File: config.mk
export PLATFORM = sky130hd
export DESIGN_NAME = pc_fetch_stage
export DESIGN_NICKNAME = d
export VERILOG_FILES = /design/src/rtl/mips_fetch_pkg.sv /design/src/rtl/fetch_skid_buffer.sv /design/src/rtl/pc_fetch_stage.sv
export SDC_FILE = /design/constraint.sdc
export NUM_CORES = 1
export LEC_CHECK = 0
export BUFFER_PORTS_ARGS = -buffer_cell sky130_fd_sc_hd__buf_2
export CAP_MARGIN = 10
export CORE_MARGIN = 2
export CORE_UTILIZATION = 38
export CTS_BUF_LIST = sky130_fd_sc_hd__clkbuf_4
export DETAILED_ROUTE_END_ITERATION = 16
export MAX_ROUTING_LAYER = met4
export PLACE_DENSITY = 0.71
export SLEW_MARGIN = 20
export SYNTH_ARGS = -nofsm -noshare
export SYNTH_HDL_FRONTEND = slang
export SYNTH_HIERARCHICAL = 1
export SYNTH_SLANG_ARGS = --single-unit
File: constraint.sdc
create_clock -name clk -period 2.5 [get_ports clk]
set_input_delay 0.375 -clock clk [delete_from_list [all_inputs] [get_ports clk]]
set_output_delay 0.375 -clock clk [all_outputs]
set_load 0.005 [all_outputs]
File: src/rtl/mips_fetch_pkg.sv
// -----------------------------------------------------------------------------
// mips_fetch_pkg
// Shared definitions for the instruction fetch stage.
//   fetch_state_e         : fetch FSM states (FETCH, WAIT, HALTED)
//   DEFAULT_RESET_VECTOR  : first instruction address after reset
//   DEFAULT_HALT_ADDRESS  : PC value at which fetch stops for good
//   word_align()          : clears the byte-offset bits of an address
// -----------------------------------------------------------------------------
package mips_fetch_pkg;

    typedef enum logic [1:0] {
        FETCH  = 2'd0,
        WAIT   = 2'd1,
        HALTED = 2'd2
    } fetch_state_e;

    localparam logic [31:0] DEFAULT_RESET_VECTOR = 32'hBFC0_0000;
    localparam logic [31:0] DEFAULT_HALT_ADDRESS = 32'h0000_0000;

    // Instruction memory is word addressed; the two low bits are never set.
    function automatic logic [31:0] word_align(input logic [31:0] addr);
        return {addr[31:2], 2'b00};
    endfunction

endpackage

File: src/rtl/fetch_skid_buffer.sv
// -----------------------------------------------------------------------------
// fetch_skid_buffer
// One-entry holding register for a fetched word that completed while the
// downstream stage was stalled. Only built when IFETCH_SKID_BUFFER_EN is
// defined; the default build contains no skid buffer at all.
// Ports:
//   clk        in   rising-edge clock
//   reset      in   asynchronous, active-high; empties the buffer
//   capture_i  in   load data_i and mark the buffer full
//   data_i     in   fetched word to hold
//   release_i  in   buffered word consumed this cycle; mark empty
//   full_o     out  buffer holds a word
//   data_o     out  buffered word
// -----------------------------------------------------------------------------
`ifdef IFETCH_SKID_BUFFER_EN
module fetch_skid_buffer (
    input  logic        clk,
    input  logic        reset,
    input  logic        capture_i,
    input  logic [31:0] data_i,
    input  logic        release_i,
    output logic        full_o,
    output logic [31:0] data_o
);

    logic        full_q;
    logic [31:0] data_q;

    always_ff @(posedge clk or posedge reset) begin
        if (reset) begin
            full_q <= 1'b0;
            data_q <= '0;
        end else if (capture_i) begin
            full_q <= 1'b1;
            data_q <= data_i;
        end else if (release_i) begin
            full_q <= 1'b0;
        end
    end

    assign full_o = full_q;
    assign data_o = data_q;

endmodule
`endif

File: src/rtl/pc_fetch_stage.sv
// -----------------------------------------------------------------------------
// pc_fetch_stage
// Program counter and instruction fetch for a MIPS-style pipeline with a
// branch delay slot. Issues word reads, holds them through waitrequest,
// delivers completed words to the Fetch/Decode register with zero added
// latency, and stops fetching for good when the PC reaches HALT_ADDRESS.
//
// Optional feature macro: IFETCH_SKID_BUFFER_EN
//   defined   : a word completing under stall is held in fetch_skid_buffer
//               and delivered in the first unstalled cycle (no re-read).
//   undefined : a word completing under stall is dropped and re-read.
//
// Parameters:
//   RESET_VECTOR  first fetch address after reset
//   HALT_ADDRESS  PC value that halts fetch
// Ports:
//   clk                              in   rising-edge clock
//   reset                            in   asynchronous, active-high
//   stall                            in   downstream cannot accept an instruction
//   redirect_valid                   in   branch/jump resolved in decode (pulse)
//   redirect_target                  in   target PC, valid with redirect_valid
//   instr_address                    out  word address of the current PC
//   instr_read                       out  memory read request
//   instr_waitrequest                in   memory not ready, request held
//   instr_readdata                   in   fetched word
//   instruction_fetch                out  instruction to Fetch/Decode
//   instr_valid_fetch                out  instruction_fetch valid this cycle
//   program_counter_plus_four_fetch  out  instr_address + 4
//   HALT_fetch                       out  fetch halted (sticky until reset)
// -----------------------------------------------------------------------------
module pc_fetch_stage
    import mips_fetch_pkg::*;
#(
    parameter logic [31:0] RESET_VECTOR = DEFAULT_RESET_VECTOR,
    parameter logic [31:0] HALT_ADDRESS = DEFAULT_HALT_ADDRESS
) (
    input  logic        clk,
    input  logic        reset,
    input  logic        stall,
    input  logic        redirect_valid,
    input  logic [31:0] redirect_target,
    output logic [31:0] instr_address,
    output logic        instr_read,
    input  logic        instr_waitrequest,
    input  logic [31:0] instr_readdata,
    output logic [31:0] instruction_fetch,
    output logic        instr_valid_fetch,
    output logic [31:0] program_counter_plus_four_fetch,
    output logic        HALT_fetch
);

    fetch_state_e state_q, state_d;
    logic [31:0]  pc_q, pc_d;
    logic         redir_pend_q, redir_pend_d;
    logic [31:0]  redir_tgt_q, redir_tgt_d;

    logic         pc_is_halt;
    logic [31:0]  pc_plus_four;
    logic         read_req;
    logic         mem_done;
    logic         deliver_mem;
    logic         deliver_skid;
    logic         advance;
    logic [31:0]  next_pc;

    assign pc_is_halt   = (pc_q == HALT_ADDRESS);
    assign pc_plus_four = pc_q + 32'd4;   // wraps modulo 2^32

`ifdef IFETCH_SKID_BUFFER_EN
    logic        skid_full;
    logic [31:0] skid_data;
    logic        skid_capture;
    logic        skid_release;

    fetch_skid_buffer u_skid (
        .clk       (clk),
        .reset     (reset),
        .capture_i (skid_capture),
        .data_i    (instr_readdata),
        .release_i (skid_release),
        .full_o    (skid_full),
        .data_o    (skid_data)
    );
`endif

    // Read request, completion and delivery.
    always_comb begin
        read_req     = 1'b0;
        deliver_skid = 1'b0;
        unique case (state_q)
            FETCH:   read_req = !stall && !pc_is_halt;
            WAIT:    read_req = 1'b1;   // a started read is never withdrawn
            default: read_req = 1'b0;
        endcase
`ifdef IFETCH_SKID_BUFFER_EN
        // While a word sits in the buffer the PC still names it, so no new
        // read may start until it has been handed over.
        if (skid_full) begin
            read_req = 1'b0;
        end
`endif
        if (reset) begin
            read_req = 1'b0;
        end

        mem_done    = read_req && !instr_waitrequest;
        deliver_mem = mem_done && !stall;

`ifdef IFETCH_SKID_BUFFER_EN
        deliver_skid = skid_full && !stall;
        skid_capture = mem_done && stall;
        skid_release = deliver_skid;
`endif
    end

    assign advance = deliver_mem || deliver_skid;

    // The redirect names the instruction after the one at the current PC:
    // the current PC is the delay slot of the branch sitting in decode, so it
    // is always delivered first. A redirect arriving with the delivery wins
    // over an older pending one.
    always_comb begin
        if (redirect_valid) begin
            next_pc = redirect_target;
        end else if (redir_pend_q) begin
            next_pc = redir_tgt_q;
        end else begin
            next_pc = pc_plus_four;
        end
    end

    always_comb begin
        state_d      = state_q;
        pc_d         = pc_q;
        redir_pend_d = redir_pend_q;
        redir_tgt_d  = redir_tgt_q;

        if (advance) begin
            pc_d         = word_align(next_pc);
            redir_pend_d = 1'b0;
        end else if (redirect_valid && (state_q != HALTED)) begin
            redir_pend_d = 1'b1;
            redir_tgt_d  = redirect_target;
        end

        unique case (state_q)
            FETCH: begin
                if (pc_is_halt) begin
                    state_d = HALTED;
                end else if (read_req && instr_waitrequest) begin
                    state_d = WAIT;
                end
            end
            // Leaving WAIT without a delivery (stalled completion) returns to
            // FETCH with the PC unchanged, so the same word is fetched again
            // unless the skid buffer caught it.
            WAIT: begin
                if (!instr_waitrequest) begin
                    state_d = FETCH;
                end
            end
            HALTED:  state_d = HALTED;
            default: state_d = FETCH;
        endcase
    end

    always_ff @(posedge clk or posedge reset) begin
        if (reset) begin
            state_q      <= FETCH;
            pc_q         <= word_align(RESET_VECTOR);
            redir_pend_q <= 1'b0;
            redir_tgt_q  <= '0;
        end else begin
            state_q      <= state_d;
            pc_q         <= pc_d;
            redir_pend_q <= redir_pend_d;
            redir_tgt_q  <= redir_tgt_d;
        end
    end

    assign instr_address                   = pc_q;
    assign instr_read                      = read_req;
    assign instr_valid_fetch               = advance;
    assign program_counter_plus_four_fetch = pc_plus_four;
    assign HALT_fetch                      = (state_q == HALTED);

`ifdef IFETCH_SKID_BUFFER_EN
    assign instruction_fetch = deliver_skid ? skid_data : instr_readdata;
`else
    assign instruction_fetch = instr_readdata;
`endif

endmodule
---- Yosys cells after proc, flatten, opt, wreduce, memory -nomap -nowiden ----
Index checks and enable logic that the tools add are counted.
storage, ports and cells
  flip-flop bits (word level) ............. 65
  input bits .............................. 69
  output and inout bits ................... 99
  word-level logic and storage cells ...... 34
operators by class
  add/subtract/negate cells ............... 1
  eq/ne operators ......................... 5
  mux-type cells .......................... 10
  bitwise gates (word level) .............. 1
  reductions and logical operators ........ 13
operators by type and width
  cell                                                                   count
  32-bit two-way mux                                                     2
  32-bit by 3-bit adder with 32-bit output, second input constant        1
  32-bit zero test                                                       1
  2-bit two-way mux                                                      3
  2-bit one-hot mux with 3 select lines                                  1
  1-bit logical AND                                                      5
  2-bit != test, second input constant                                   2
  2-bit AND reduction                                                    2
  1-bit zero test                                                        3
  1-bit two-way mux                                                      3
  3-bit != test, second input constant                                   1
  2-bit by 1-bit equality test with 1-bit output, second input constant  1
  2-bit equality test, second input constant                             1
  2-bit zero test                                                        1
  1-bit one-hot mux with 2 select lines                                  1
  2-bit nonzero test                                                     1
  1-bit NOT                                                              1

---- Longest topological paths before layout ----
  depth after elaboration ................. 9
  mapped depth ............................ 9
  depth with buffers taken out ............ 8

---- Worst setup path before layout ----
OpenSTA, ideal clock, no wires.
  kind .................................... reg2reg
  start ................................... register pc_q[4] (netlist: instr_address[4])
  end ..................................... register redir_tgt_q[10]
  library setup time ...................... 0.128 ns
  arrival time ............................ 2.099 ns
  data required time ...................... 2.372 ns
  path slack .............................. 0.274 ns
  stages on the path, launching flop included .. 9
  path buffers ............................ 2
  period minus slack after synthesis ...... 2.226 ns
  cells stage by stage .................... dfrtp_1 -> clkbuf_1 -> nor4_1 -> nand4_1 -> o31ai_2 -> inv_2 -> nor3_2 -> buf_4 -> mux2_1
between the ends
  cells in the longest elaborated chain, start to end .. 9
RTL lines
  what                                   line                   RTL
  from (decl)                            pc_fetch_stage.sv:53   logic [31:0] pc_q, pc_d;
  from (signal assigned)                 pc_fetch_stage.sv:170  pc_q <= word_align(RESET_VECTOR);
  from (signal assigned)                 pc_fetch_stage.sv:175  pc_q <= pc_d;
  32-bit zero test                       pc_fetch_stage.sv:66   assign pc_is_halt = (pc_q == HALT_ADDRESS);
  1-bit zero test                        pc_fetch_stage.sv:91   FETCH: read_req = !stall && !pc_is_halt;
  1-bit logical AND                      pc_fetch_stage.sv:91
  1-bit one-hot mux with 2 select lines  pc_fetch_stage.sv:90   unique case (state_q)
  1-bit two-way mux                      pc_fetch_stage.sv:102  if (reset) begin
  1-bit logical AND                      pc_fetch_stage.sv:106  mem_done = read_req && !instr_waitrequest;
  1-bit logical AND                      pc_fetch_stage.sv:107  deliver_mem = mem_done && !stall;
  1-bit NOT (no source line)             n/a
  2-bit AND reduction (no source line)   n/a
  to (signal assigned)                   pc_fetch_stage.sv:177  redir_tgt_q <= redir_tgt_d;
  to (decl)                              pc_fetch_stage.sv:55   logic [31:0] redir_tgt_q, redir_tgt_d;
Every way passes these cells.
A chain may end at the register's enable or synchronous reset.

---- Worst setup path in the final report ----
  start ................................... register pc_q[13] (netlist: instr_address[13])
  end ..................................... output port instr_valid_fetch
between the ends
  cells in the longest elaborated chain, start to end .. 7
RTL lines
  what                                   line                   RTL
  32-bit zero test                       pc_fetch_stage.sv:66
  1-bit zero test                        pc_fetch_stage.sv:91
  1-bit logical AND                      pc_fetch_stage.sv:91
  1-bit one-hot mux with 2 select lines  pc_fetch_stage.sv:90
  1-bit two-way mux                      pc_fetch_stage.sv:102
  1-bit logical AND                      pc_fetch_stage.sv:106
  1-bit logical AND                      pc_fetch_stage.sv:107
  to (decl)                              pc_fetch_stage.sv:47   output logic instr_valid_fetch,
Every way passes these cells.

==> impl_metrics.xml <==
<?xml version="1.0" encoding="UTF-8"?>
<metrics>
  <group name="run_status">
    <metric name="run_status" unit="">complete, but fails checks</metric>
    <metric name="violations" unit="">negative setup slack</metric>
  </group>
  <group name="sta">
    <metric name="hold_ws" unit="ns">0.07137</metric>
    <metric name="rsz0062_at_grt" unit="">yes</metric>
    <metric name="period_share" unit="">1.046</metric>
    <metric name="drv_slew" unit="">0</metric>
    <metric name="min_period" unit="ns">2.614</metric>
    <metric name="timing_hold_violations_final" unit="">0</metric>
    <metric name="setup_viol" unit="">7</metric>
    <metric name="clock-skew-final" unit="ns">0.01406</metric>
    <metric name="worst_pin_slew" unit="ns">0.6928</metric>
    <metric name="fmax" unit="MHz">382.6</metric>
    <metric name="slew_headroom" unit="">0.5374</metric>
    <metric name="final.setup.worst_slack" unit="ns">-0.1140</metric>
  </group>
  <group name="synthesis">
    <metric name="synthArstFlopShare" unit="">1.000</metric>
    <metric name="synth.cell_area" unit="um2">4103</metric>
    <metric name="synth_sequential_area_ratio" unit="">0.3870</metric>
    <metric name="synth_top_area_cell" unit="">dfrtp_1</metric>
    <metric name="syn_area_per_cell" unit="um2">8.938</metric>
    <metric name="yosys_most_used_dff" unit="">dfrtp_1</metric>
    <metric name="synth_seq_cells" unit="">63</metric>
    <metric name="yosys_warnings" unit="">6</metric>
    <metric name="post_synth_most_frequent_cells" unit="">dfrtp_1, buf_4, a21oi_1, nand2_1, nor2_1</metric>
    <metric name="number_of_standard_cells_after_synthesis" unit="">459</metric>
    <metric name="synth_enable_flop_cells" unit="">0</metric>
    <metric name="yosys.cell_types.count" unit="">53</metric>
    <metric name="synth_most_common_cell" unit="">dfrtp_1</metric>
    <metric name="netlist_top_cells_area" unit="">dfrtp_1, mux2_1, buf_4, dfstp_2, a21oi_1</metric>
    <metric name="yosys.area.top_type_share" unit="">0.3294</metric>
  </group>
  <group name="routing">
    <metric name="firstDrtPassIters" unit="">5</metric>
    <metric name="detail_route.drc_violations" unit="">0</metric>
    <metric name="routed-via-count" unit="">4090</metric>
    <metric name="first_iter_violations" unit="">322</metric>
    <metric name="detail_route.wirelength" unit="um">13100</metric>
    <metric name="final_antenna_net_count" unit="">0</metric>
    <metric name="route.detailed.vias_per_inst" unit="">5.761</metric>
    <metric name="avgRoutedWirePerCell" unit="um">18.45</metric>
  </group>
  <group name="placement">
    <metric name="place_hpwl" unit="um">8824</metric>
    <metric name="io_buffers" unit="">97</metric>
    <metric name="placement.cell_area" unit="um2">4633</metric>
    <metric name="gp_routability_congestion" unit="">0.8708</metric>
  </group>
  <group name="floorplanning">
    <metric name="die_area" unit="um2">11640</metric>
    <metric name="floorplan.rows" unit="">37</metric>
    <metric name="die_w" unit="um">107.9</metric>
    <metric name="die_h" unit="um">107.9</metric>
    <metric name="initial_utilization" unit="">0.3939</metric>
    <metric name="core_area" unit="um2">10420</metric>
    <metric name="pin_count" unit="">168</metric>
  </group>
  <group name="worst_setup_path">
    <metric name="timing_worst_setup_path_type" unit="">flop to output pin</metric>
    <metric name="data_arrival_time_of_the_critical_path" unit="ns">2.24</metric>
    <metric name="critPathMaxFanout" unit="">3</metric>
    <metric name="crit_path_end_kind" unit="">output pin</metric>
    <metric name="required_worst_endpoint" unit="ns">2.12</metric>
    <metric name="crit_path_start_kind" unit="">flop</metric>
  </group>
  <group name="clock_tree">
    <metric name="cts_max_level" unit="">3</metric>
    <metric name="clock-root-buffer" unit="">clkbuf_4</metric>
    <metric name="post_cts_hold_buffer_count" unit="">0</metric>
    <metric name="worst_skew_pair.late_latency" unit="ns">0.42</metric>
    <metric name="tritoncts" unit="">done</metric>
    <metric name="numCtsBuffers" unit="">9</metric>
    <metric name="clock_path_buffers" unit="">2</metric>
    <metric name="cts.sinks" unit="">63</metric>
    <metric name="path_clk_slew" unit="ns">0.11</metric>
  </group>
  <group name="final_layout">
    <metric name="multi_input_gate_area" unit="um2">2270</metric>
    <metric name="final_util" unit="">0.5071</metric>
    <metric name="register_area" unit="um2">1595</metric>
    <metric name="post_route_cells_drive_above_1_share" unit="">0.3955</metric>
    <metric name="final_area" unit="um2">5283</metric>
    <metric name="layout.filler_cells" unit="">967</metric>
    <metric name="area.growth.synth_to_final" unit="%">28.76</metric>
    <metric name="layout.nets" unit="">640</metric>
    <metric name="n_antenna_cell" unit="">0</metric>
  </group>
  <group name="pwr">
    <metric name="irDropWorstVdd" unit="V">0.0003808</metric>
    <metric name="power_density" unit="nW/um2">614.8</metric>
    <metric name="cellLeakagePower" unit="nW">2.344</metric>
  </group>
  <group name="min_path">
    <metric name="worstHoldPathType" unit="">primary input to async pin</metric>
  </group>
  <group name="global_route">
    <metric name="grt_pass1_wl" unit="um">19840</metric>
    <metric name="initial_antenna_violation_count" unit="">0</metric>
    <metric name="via_count_of_the_first_global_routing_pass" unit="">3898</metric>
    <metric name="track_usage" unit="">0.2281</metric>
    <metric name="total_grt_overflow" unit="">0</metric>
    <metric name="grt_start_max_net_pins" unit="">40</metric>
  </group>
  <group name="job">
    <metric name="drv_cap" unit="">0</metric>
  </group>
</metrics>
-- timing repair --
item,in CTS,in global routing
cloned,1,0
pin swaps,10,15
endpoints found under the setup margin,30,47
gates resized for setup,36,20
setup buffers,15,19
-- critical path: stages, from the launching register on --
cell and delay, ns:
dfrtp_1 0.43, nor4_1 0.42, nand4_1 0.29, o31ai_4 0.32, inv_2 0.11, buf_12 0.14
buf_6 0.10
-- per-stage QoR --
stage	cells	power [mW]	setup WS [ns]	setup TNS, ns
after floorplan	462	1.941	0.2737	0
after global placement	659	2.342	0.05080	0
after detailed placement	659	2.378	0.01034	0
after CTS	691	3.155	-0.03191	-0.1078
after global routing	710	3.439	-0.1428	-1.659
final	710	3.247	-0.1140	-0.3149
-- per-layer routing --
layer	GRT usage	part of all wire	up-vias
li1	-	-	1845
met1	0.2842	0.41	1976
met2	0.3621	0.48	216
met3	0.05630	0.082	53
met4	0.07967	0.029	0
met5	-	0	-
-- layout by cell type (no fill, tap or decap), types with 10 or more instances in the layout --
cell type  count
a21oi_1       35
buf_2         96
buf_4         57
clkbuf_4      10
dfrtp_1       48
mux2_1        30
nand2_1       33
nand4_1       15
nor2_1        31
o21ai_0       20
-- worst paths after layout --
path,startpoint,to,slack [ns],cells past startpoint
hold / removal,reset,redir_tgt_q[19],0.07,2
setup / recovery,instr_address[13],instr_valid_fetch,-0.11,6
setup reg to reg,instr_address[13],redir_tgt_q[8],0.01,7
max in group asynchronous,reset,instr_address[29],1.72,3
min in group clk,redirect_target[19],redir_tgt_q[19],0.18,2
hold reg to reg,redir_tgt_q[5],redir_tgt_q[5],0.49,1
-- area by class of cell --
| type | instances | share of cell area |
|---|---|---|
| multi-input combinational | 320 | 0.4297 |
| timing repair buffer | 164 | 0.2044 |
| clock buffer | 10 | 0.01421 |
| clock inverter | 6 | 0.009711 |
| inverter | 11 | 0.007816 |
| sequential | 63 | 0.3020 |
| tap | 136 | 0.03221 |
-- logic make-up after synthesis --
logic type	synth area share
other cells	0.0009140
xor+xnor	0.03843
flops	0.3870
mux	0.08722
fa+ha+maj	0.006098
compound gates	0.1854
simple gates	0.1863
buf+inv	0.1086
-- power by group --
part / switching, mW / internal, mW
combinational: 0.598 / 0.584
sequential: 0.180 / 1.20
clock: 0.379 / 0.303
-- sequential cells by signal, summed over array words and instances (netlist names) --
signal	count
instr_address	30
redir_tgt_q	30
state_q	2
redir_pend_q	1
Note: power is estimated with default switching activity, not from simulation.
